**src/rtl/lfsr_pkg.sv**
```systemverilog
// lfsr_pkg: shared definitions for the Galois LFSR stream source.
//   - Maximal-length tap masks for common register lengths.
//   - lfsr_shift(): one Galois step. It works on 32-bit zero-extended values
//     so that any LEN up to 32 can use it. The upper bits stay zero as long as
//     the taps fit in LEN bits.
package lfsr_pkg;

    localparam logic [7:0]  TAPS_8  = 8'hB8;
    localparam logic [15:0] TAPS_16 = 16'hB400;
    localparam logic [23:0] TAPS_24 = 24'hE10000;
    localparam logic [31:0] TAPS_32 = 32'hA3000000;

    // Shift right and fold the outgoing LSB back in through the tap mask.
    function automatic logic [31:0] lfsr_shift(input logic [31:0] state,
                                               input logic [31:0] taps);
        return {1'b0, state[31:1]} ^ (state[0] ? taps : 32'h0);
    endfunction

endpackage

```
**src/rtl/lfsr_stepper.sv**
```systemverilog
// lfsr_stepper: purely combinational multi-step Galois LFSR advance.
// Ports:
//   i_state  LEN-bit current state
//   o_next   state after STEP single shifts
module lfsr_stepper
    import lfsr_pkg::*;
#(
    parameter int unsigned     LEN  = 16,
    parameter logic [LEN-1:0]  TAPS = TAPS_16,
    parameter int unsigned     STEP = 1
) (
    input  logic [LEN-1:0] i_state,
    output logic [LEN-1:0] o_next
);

    logic [LEN-1:0] w_acc;

    // Unrolled at elaboration: STEP chained XOR stages in a single cycle.
    always_comb begin
        w_acc = i_state;
        for (int unsigned k = 0; k < STEP; k++) begin
            w_acc = LEN'(lfsr_shift(32'(w_acc), 32'(TAPS)));
        end
        o_next = w_acc;
    end

endmodule

```
**src/rtl/lfsr_stream.sv**
```systemverilog
// lfsr_stream: Galois LFSR pseudo-random source with a valid/ready output.
// Ports:
//   clk, rst       clock, synchronous active-high reset
//   i_en           generation enable
//   i_seed_load    pulse: reload state from i_seed (zero seed -> all-ones)
//   i_seed         seed value
//   o_out_valid    o_out_data holds an unconsumed word
//   i_out_ready    consumer accepts the word
//   o_out_data     low OUT_W bits of the state after each advance
//   o_wrap         one-cycle pulse when the state returns to the start state
//   o_period       advances between the last two wraps (0 until the first)
module lfsr_stream
    import lfsr_pkg::*;
#(
    parameter int unsigned     LEN   = 16,
    parameter logic [LEN-1:0]  TAPS  = TAPS_16,
    parameter int unsigned     STEP  = 1,
    parameter int unsigned     OUT_W = 8
) (
    input  logic             clk,
    input  logic             rst,
    input  logic             i_en,
    input  logic             i_seed_load,
    input  logic [LEN-1:0]   i_seed,
    output logic             o_out_valid,
    input  logic             i_out_ready,
    output logic [OUT_W-1:0] o_out_data,
    output logic             o_wrap,
    output logic [LEN-1:0]   o_period
);

    logic [LEN-1:0]   r_sreg;
    logic [LEN-1:0]   r_start;
    logic [LEN-1:0]   r_count;
    logic [LEN-1:0]   r_period;
    logic [OUT_W-1:0] r_out_data;
    logic             r_out_valid;
    logic             r_wrap;

    logic [LEN-1:0]   w_eff_seed;
    logic [LEN-1:0]   w_next;
    logic             w_advance;
    logic             w_hit_start;

    lfsr_stepper #(
        .LEN  (LEN),
        .TAPS (TAPS),
        .STEP (STEP)
    ) u_stepper (
        .i_state (r_sreg),
        .o_next  (w_next)
    );

    // A zero seed would lock the register at zero, so substitute all-ones.
    assign w_eff_seed  = (i_seed != '0) ? i_seed : '1;
    assign w_advance   = i_en && !i_seed_load && (!r_out_valid || i_out_ready);
    assign w_hit_start = (w_next == r_start);

    always_ff @(posedge clk) begin
        if (rst) begin
            r_sreg      <= w_eff_seed;
            r_start     <= w_eff_seed;
            r_count     <= '0;
            r_period    <= '0;
            r_out_data  <= '0;
            r_out_valid <= 1'b0;
            r_wrap      <= 1'b0;
        end else if (i_seed_load) begin
            // Reload wins over advance; any pending word is dropped.
            r_sreg      <= w_eff_seed;
            r_start     <= w_eff_seed;
            r_count     <= '0;
            r_out_valid <= 1'b0;
            r_wrap      <= 1'b0;
        end else begin
            r_wrap <= 1'b0;
            if (w_advance) begin
                r_sreg      <= w_next;
                r_out_data  <= w_next[OUT_W-1:0];
                r_out_valid <= 1'b1;
                if (w_hit_start) begin
                    r_wrap   <= 1'b1;
                    r_period <= r_count + LEN'(1);
                    r_count  <= '0;
                end else begin
                    r_count  <= r_count + LEN'(1);
                end
            end else if (r_out_valid && i_out_ready) begin
                // Word consumed while disabled: go empty, state holds.
                r_out_valid <= 1'b0;
            end
        end
    end

    assign o_out_valid = r_out_valid;
    assign o_out_data  = r_out_data;
    assign o_wrap      = r_wrap;
    assign o_period    = r_period;

endmodule

```
**config.mk**
```make
export PLATFORM = sky130hd
export DESIGN_NAME = lfsr_stream
export DESIGN_NICKNAME = d
export VERILOG_FILES = /design/src/rtl/lfsr_pkg.sv /design/src/rtl/lfsr_stepper.sv /design/src/rtl/lfsr_stream.sv
export SDC_FILE = /design/constraint.sdc
export NUM_CORES = 1
export LEC_CHECK = 0
export ABC_CLOCK_PERIOD_IN_PS = 4550
export BUFFER_PORTS_ARGS = -buffer_cell sky130_fd_sc_hd__clkbuf_2
export CAP_MARGIN = 40
export CORE_MARGIN = 1
export CORE_UTILIZATION = 45
export CTS_CLUSTER_DIAMETER = 40
export DETAILED_ROUTE_END_ITERATION = 10
export PLACE_DENSITY = 0.62
export SYNTH_ARGS = -nofsm -noshare
export SYNTH_HDL_FRONTEND = slang
export SYNTH_SLANG_ARGS = --single-unit
```
**constraint.sdc**
```tcl
create_clock -name clk -period 4.55 [get_ports clk]
set_clock_uncertainty 0.15 [all_clocks]
set_input_delay 0.91 -clock clk [delete_from_list [all_inputs] [get_ports clk]]
set_output_delay 0.91 -clock clk [all_outputs]
set_load 0.005 [all_outputs]
```
== Word level (Yosys, flattened, before mapping) ==
Cells that the tools add are included.

* Logic and storage cells: 37
* Input port bits: 21
* ROM bits: 0
* Bits in writable memories: 0
* Bits in latches: 0
* Memories: 0
* Register bits after elaboration: 74
* Output and inout bits: 26

* Mux-type cells: 11
* Reduce and logical (&&, ||, !) cells: 14
* Shift-type cells: 0
* Equal/unequal tests: 1
* Add/sub/neg operators: 1
* Magnitude comparators: 0
* Bitwise gates (word level): 3
* Multiply operators: 0
* Divide/modulo/power cells: 0

{| class="wikitable"
|+ Operator list
! operator !! count
|-
| $mux W16 || 8
|-
| $add A16 B1 Y16 const B || 1
|-
| $eq A16 B16 Y1 || 1
|-
| $reduce_bool A16 Y1 || 1
|-
| $xor A15 B16 Y16 || 1
|-
| $reduce_bool A2 Y1 || 2
|-
| $logic_and A1 B1 Y1 || 3
|-
| $mux W1 || 3
|-
| $reduce_and A3 Y1 || 1
|-
| $reduce_bool A3 Y1 || 1
|-
| $reduce_or A3 Y1 || 1
|-
| $logic_not A1 Y1 || 2
|-
| $not A1 Y1 || 2
|-
| $reduce_and A2 Y1 || 1
|-
| $reduce_or A2 Y1 || 1
|-
| $logic_or A1 B1 Y1 || 1
|}

== Depth between registers and ports, before layout ==
* Depth in word-level cells: 6
* Depth in mapped cells: 8
* Depth with buffers taken out: 6

== Modules after synthesis ==
Synthesis repeated with hierarchy kept, for this count alone.

* Cells, all modules: 324
* Area, all modules: 3,473.3 um^2

{| class="wikitable"
|+ By module, submodules not included
! module !! seq. area each (um^2) !! area each (um^2) !! instances !! cells each
|-
| lfsr_stream || 1,801.7 || 3,349.5 || 1 || 308
|-
| lfsr_stepper || 0.0 || 123.9 || 1 || 16
|}

== Worst setup path after synthesis ==
No wires, ideal clock.

* Path type: input port to flip-flop
* From: input port rst
* To: register r_sreg[11], data pin
* Setup slack: 1.365 ns
* Buffers on the path: 3
* Setup time: 0.260 ns
* Data required time: 4.140 ns
* Arrival: 2.775 ns
* Stages on the path: 6
* Cell sequence: clkbuf_1 -> nor2_2 -> inv_1 -> clkbuf_1 -> clkbuf_1 -> mux2_2

* Cells in the longest elaborated chain, start to end: 1

{| class="wikitable"
|+ Ends and longest elaborated chain
! element !! line !! source
|-
| start: declaration || lfsr_stream.sv:21 || <nowiki>input logic rst,</nowiki>
|-
| $mux W16 || lfsr_stream.sv:60 || <nowiki>if (rst) begin</nowiki>
|-
| end signal: assignment || lfsr_stream.sv:61 || <nowiki>r_sreg <= w_eff_seed;</nowiki>
|-
| end signal: assignment || lfsr_stream.sv:70 || <nowiki>r_sreg <= w_eff_seed;</nowiki>
|-
| end signal: assignment || lfsr_stream.sv:78 || <nowiki>r_sreg <= w_next;</nowiki>
|-
| end: declaration || lfsr_stream.sv:32 || <nowiki>logic [LEN-1:0] r_sreg;</nowiki>
|}

No other way between the ends.
A chain may end at the register's enable or synchronous reset.

== Worst setup path in the final report ==
* From: register r_sreg[0]
* To: register r_period[2] (netlist: o_period[2])

* Cells in the longest elaborated chain, start to end: 4

{| class="wikitable"
|+ Ends and longest elaborated chain
! element !! line !! source
|-
| $mux W16 || lfsr_pkg.sv:16 || <nowiki>return {1'b0, state[31:1]} ^ (state[0] ? taps : 32'h0);</nowiki>
|-
| $xor A15 B16 Y16 || lfsr_pkg.sv:16 ||
|-
| $eq A16 B16 Y1 || lfsr_stream.sv:57 || <nowiki>assign w_hit_start = (w_next == r_start);</nowiki>
|-
| $reduce_and A3 Y1 (no source line) || n/a ||
|-
| end signal: assignment || lfsr_stream.sv:83 || <nowiki>r_period <= r_count + LEN'(1);</nowiki>
|-
| end: declaration || lfsr_stream.sv:35 || <nowiki>logic [LEN-1:0] r_period;</nowiki>
|}

No other way between the ends.

==> results_dict.tcl <==
set metrics [dict create \
    outcome "finished, final reports clean" \
    cts_resized 0 \
    dp_hpwl_microns 4935 \
    ir_drop_mv 0.1613 \
    mostFrequentLayoutCell "clkbuf_2" \
    wl_per_cell_microns 15.48 \
    rsz0062_at_grt "no" \
    worst-path-buf-inv 0 \
    cp_max_fo 15 \
    multiInputGateArea_sq_um 1400 \
    pwr_density_cell_nw_per_um2 370.9 \
    min_path_type "reg2reg" \
    regArea_sq_um 1802 \
    die-area_sq_um 7712 \
    most-common-layout-cells "clkbuf_2 (46), dfxtp_1 (42), nand2_1 (34)" \
    worst_pin_slew_ps 897.7 \
    hold_end "o_out_data[2]" \
    worstRegToRegCells 5 \
    slowest_stage "or4_1" \
    path_cells "nor2_1 > a22oi_1 > or4_1 > nor3_4 > a311oi_1" \
    clock_path_buffers 2 \
    wirelength_microns 7044 \
    row_count 30 \
    gp_congestion 0.8300 \
    drt_iter0_markers 157 \
    grt-ovfl-total 0 \
    yosys_warnings 0 \
    synth_nets 332 \
    highest_layer "met4" \
    syn_avg_cell_area_sq_um 10.69 \
    p_leak_uw 0.001373 \
    fin_crit_sh_pct 59.12 \
    drt-vias-per-instance 5.380 \
    worstSetupPathType "reg2reg" \
    wl_met2_microns 3284 \
    clk_pin_slew_worst_paths_ps 80 \
    cts_buffers 9 \
    fp.dieW_microns 87.82 \
    fmax_ghz 0.3718 \
    fillCellCount 641 \
    r2r-end "o_period[2]" \
    reg2reg_from "r_sreg[0]" \
    clockRootBuffer "clkbuf_8" \
    vias 2448 \
    min_path_cells 2 \
    ant_nets 0 \
    drc 0 \
    setup_viol 0 \
    finalSetupTns_ps 0 \
    core_sq_um 6944 \
    postCtsSetupRepairBufs 0 \
    drv_cap 0 \
    final-hold-violation-count 0 \
    maxSlewViolCount 0 \
    crit_arrival_ps 2730 \
    portBuffers 46 \
    drt_first_pass_iters 4 \
    required_ps 4590 \
    synth.cell_area_sq_um 3314 \
    cp_slowest_stage_delay_ps 750 \
    nets 376 \
    synthCells 310 \
    ys_seq_elements 74 \
    start_util_pct 47.73 \
    synth_cell_types 40 \
    htree_levels 3 \
    area_growth_pct 15.14 \
    endpoint_kind "flop" \
    grt_first_pass_wirelength_microns 11680 \
    whs_ps 307.7 \
    start_kind "flop" \
    fp.dieH_microns 87.82 \
    ios 47 \
    antenna_found_initial 0 \
    ys_seq_area_share_pct 54.36 \
    hold_start "o_out_data[2]" \
    r2r_setup_slack_ps 1860 \
    drive_gt1_share_pct 22.28 \
    period_minus_slack_ps 2690 \
    wl_met1_microns 3301 \
    antenna_cells 0 \
    postCtsHoldBufs 0 \
    grt_pass1_vias 2377 \
    clock_sinks 74 \
    clk_latency_ps 340 \
    wl_met3_microns 320 \
    cts_tree "done" \
    slew_headroom_pct 39.70 \
    grt_start_max_net_pins 35 \
    path_delay_family "simple AND/OR/NAND/NOR gates" \
    track_usage_pct 20.37 \
]
[registers in the layout, summed over array words and instances, names as in the netlist]
signal and flops:
o_out_data 8, o_out_valid 1, o_period 16, o_wrap 1
r_count 16, r_sreg 16, r_start 16
[cell type report]
cell class	count	area share (%)
Clock buffer	13	3.639
Clock inverter	3	1.705
Inverter	8	0.7869
Multi-Input combinational cell	211	36.69
Sequential cell	74	47.21
Tap cell	96	3.148
Timing Repair Buffer	50	6.820
[logic make-up after synthesis]
logic type	after synthesis	synth area share [%]
xor+xnor	30	7.927
flops	74	54.36
buf+inv	25	3.662
compound gates	70	14.04
fa+ha+maj	1	0.3774
simple gates	97	15.21
mux	13	4.417
[stage by stage]
| stage | power, uW | instance area [sq um] | instances | util [%] | setup WS (ps) |
|---|---|---|---|---|---|
| 2_1_floorplan | 844.1 | 3314 | 310 | - | 1365 |
| 3_3_place_gp | 884.9 | 3605 | 438 | 51.91 | 1549 |
| 3_5_place_dp | 887.6 | 3612 | 439 | 52.02 | 1497 |
| 4_1_cts | 1423 | 3816 | 455 | 54.96 | 1817 |
| 5_1_grt | 1466 | 3816 | 455 | 54.96 | 1675 |
| 6_report | 1416 | 3816 | 455 | 54.96 | 1860 |
[Yosys cell counts, drive strengths merged]
| cell | number | area (sq um) |
|---|---|---|
| a211oi | 14 | 105.1 |
| a21boi | 1 | 7.510 |
| a21oi | 15 | 75.07 |
| a22oi | 1 | 7.510 |
| a311oi | 1 | 8.760 |
| a31oi | 15 | 93.84 |
| and4 | 1 | 8.760 |
| buf | 7 | 53.80 |
| clkbuf | 10 | 37.54 |
| dfxtp | 42 | 840.8 |
| edfxtp | 32 | 960.9 |
| ha | 1 | 12.51 |
| inv | 8 | 30.03 |
| mux2 | 13 | 146.4 |
| nand2 | 34 | 127.6 |
| nand2b | 19 | 118.9 |
| nand3 | 8 | 40.04 |
| nand3b | 1 | 7.510 |
| nand4 | 5 | 31.28 |
| nor2 | 11 | 43.80 |
| nor2b | 1 | 6.260 |
| nor3 | 5 | 36.29 |
| nor4 | 10 | 68.81 |
| o2111a | 1 | 11.26 |
| o2111ai | 1 | 15.01 |
| o211a | 1 | 10.01 |
| o211ai | 3 | 36.28 |
| o21ai | 12 | 60.06 |
| o22ai | 3 | 18.77 |
| o311ai | 1 | 8.760 |
| o31ai | 1 | 7.510 |
| or4 | 2 | 15.01 |
| xnor2 | 12 | 105.1 |
| xor2 | 18 | 157.7 |
[report_power, final]
group / total [uW] / switching, uW / internal, uW
registers: 754 / 23.3 / 730
clock network: 545 / 235 / 309
logic: 117 / 67.7 / 49.5
[routing by layer]
metal,up-vias,GRT usage [%]
li1,1226,-
met5,-,0
met4,0,9.538
met2,62,33.97
met3,13,3.864
met1,1147,25.55
[tightest hold or removal path, delay by kind of cell, from the launching register on]
kind / cells / cell delay [ps]
compound gates: 1 / 50
flops: 1 / 310
simple gates: 1 / 50
[how the worst max path moves through the flow]
stage                    from           to  slack, ps  depth (start not counted)
floorplan                 rst   r_sreg[11]       1360                          6
global placement          rst   r_sreg[13]       1550                          6
detailed placement        rst   r_sreg[10]       1500                          6
CTS                 r_sreg[0]  o_period[2]       1820                          5
global route        r_sreg[0]  o_period[2]       1670                          5
finish              r_sreg[0]  o_period[2]       1860                          5
(Power assumes the default switching activity.)
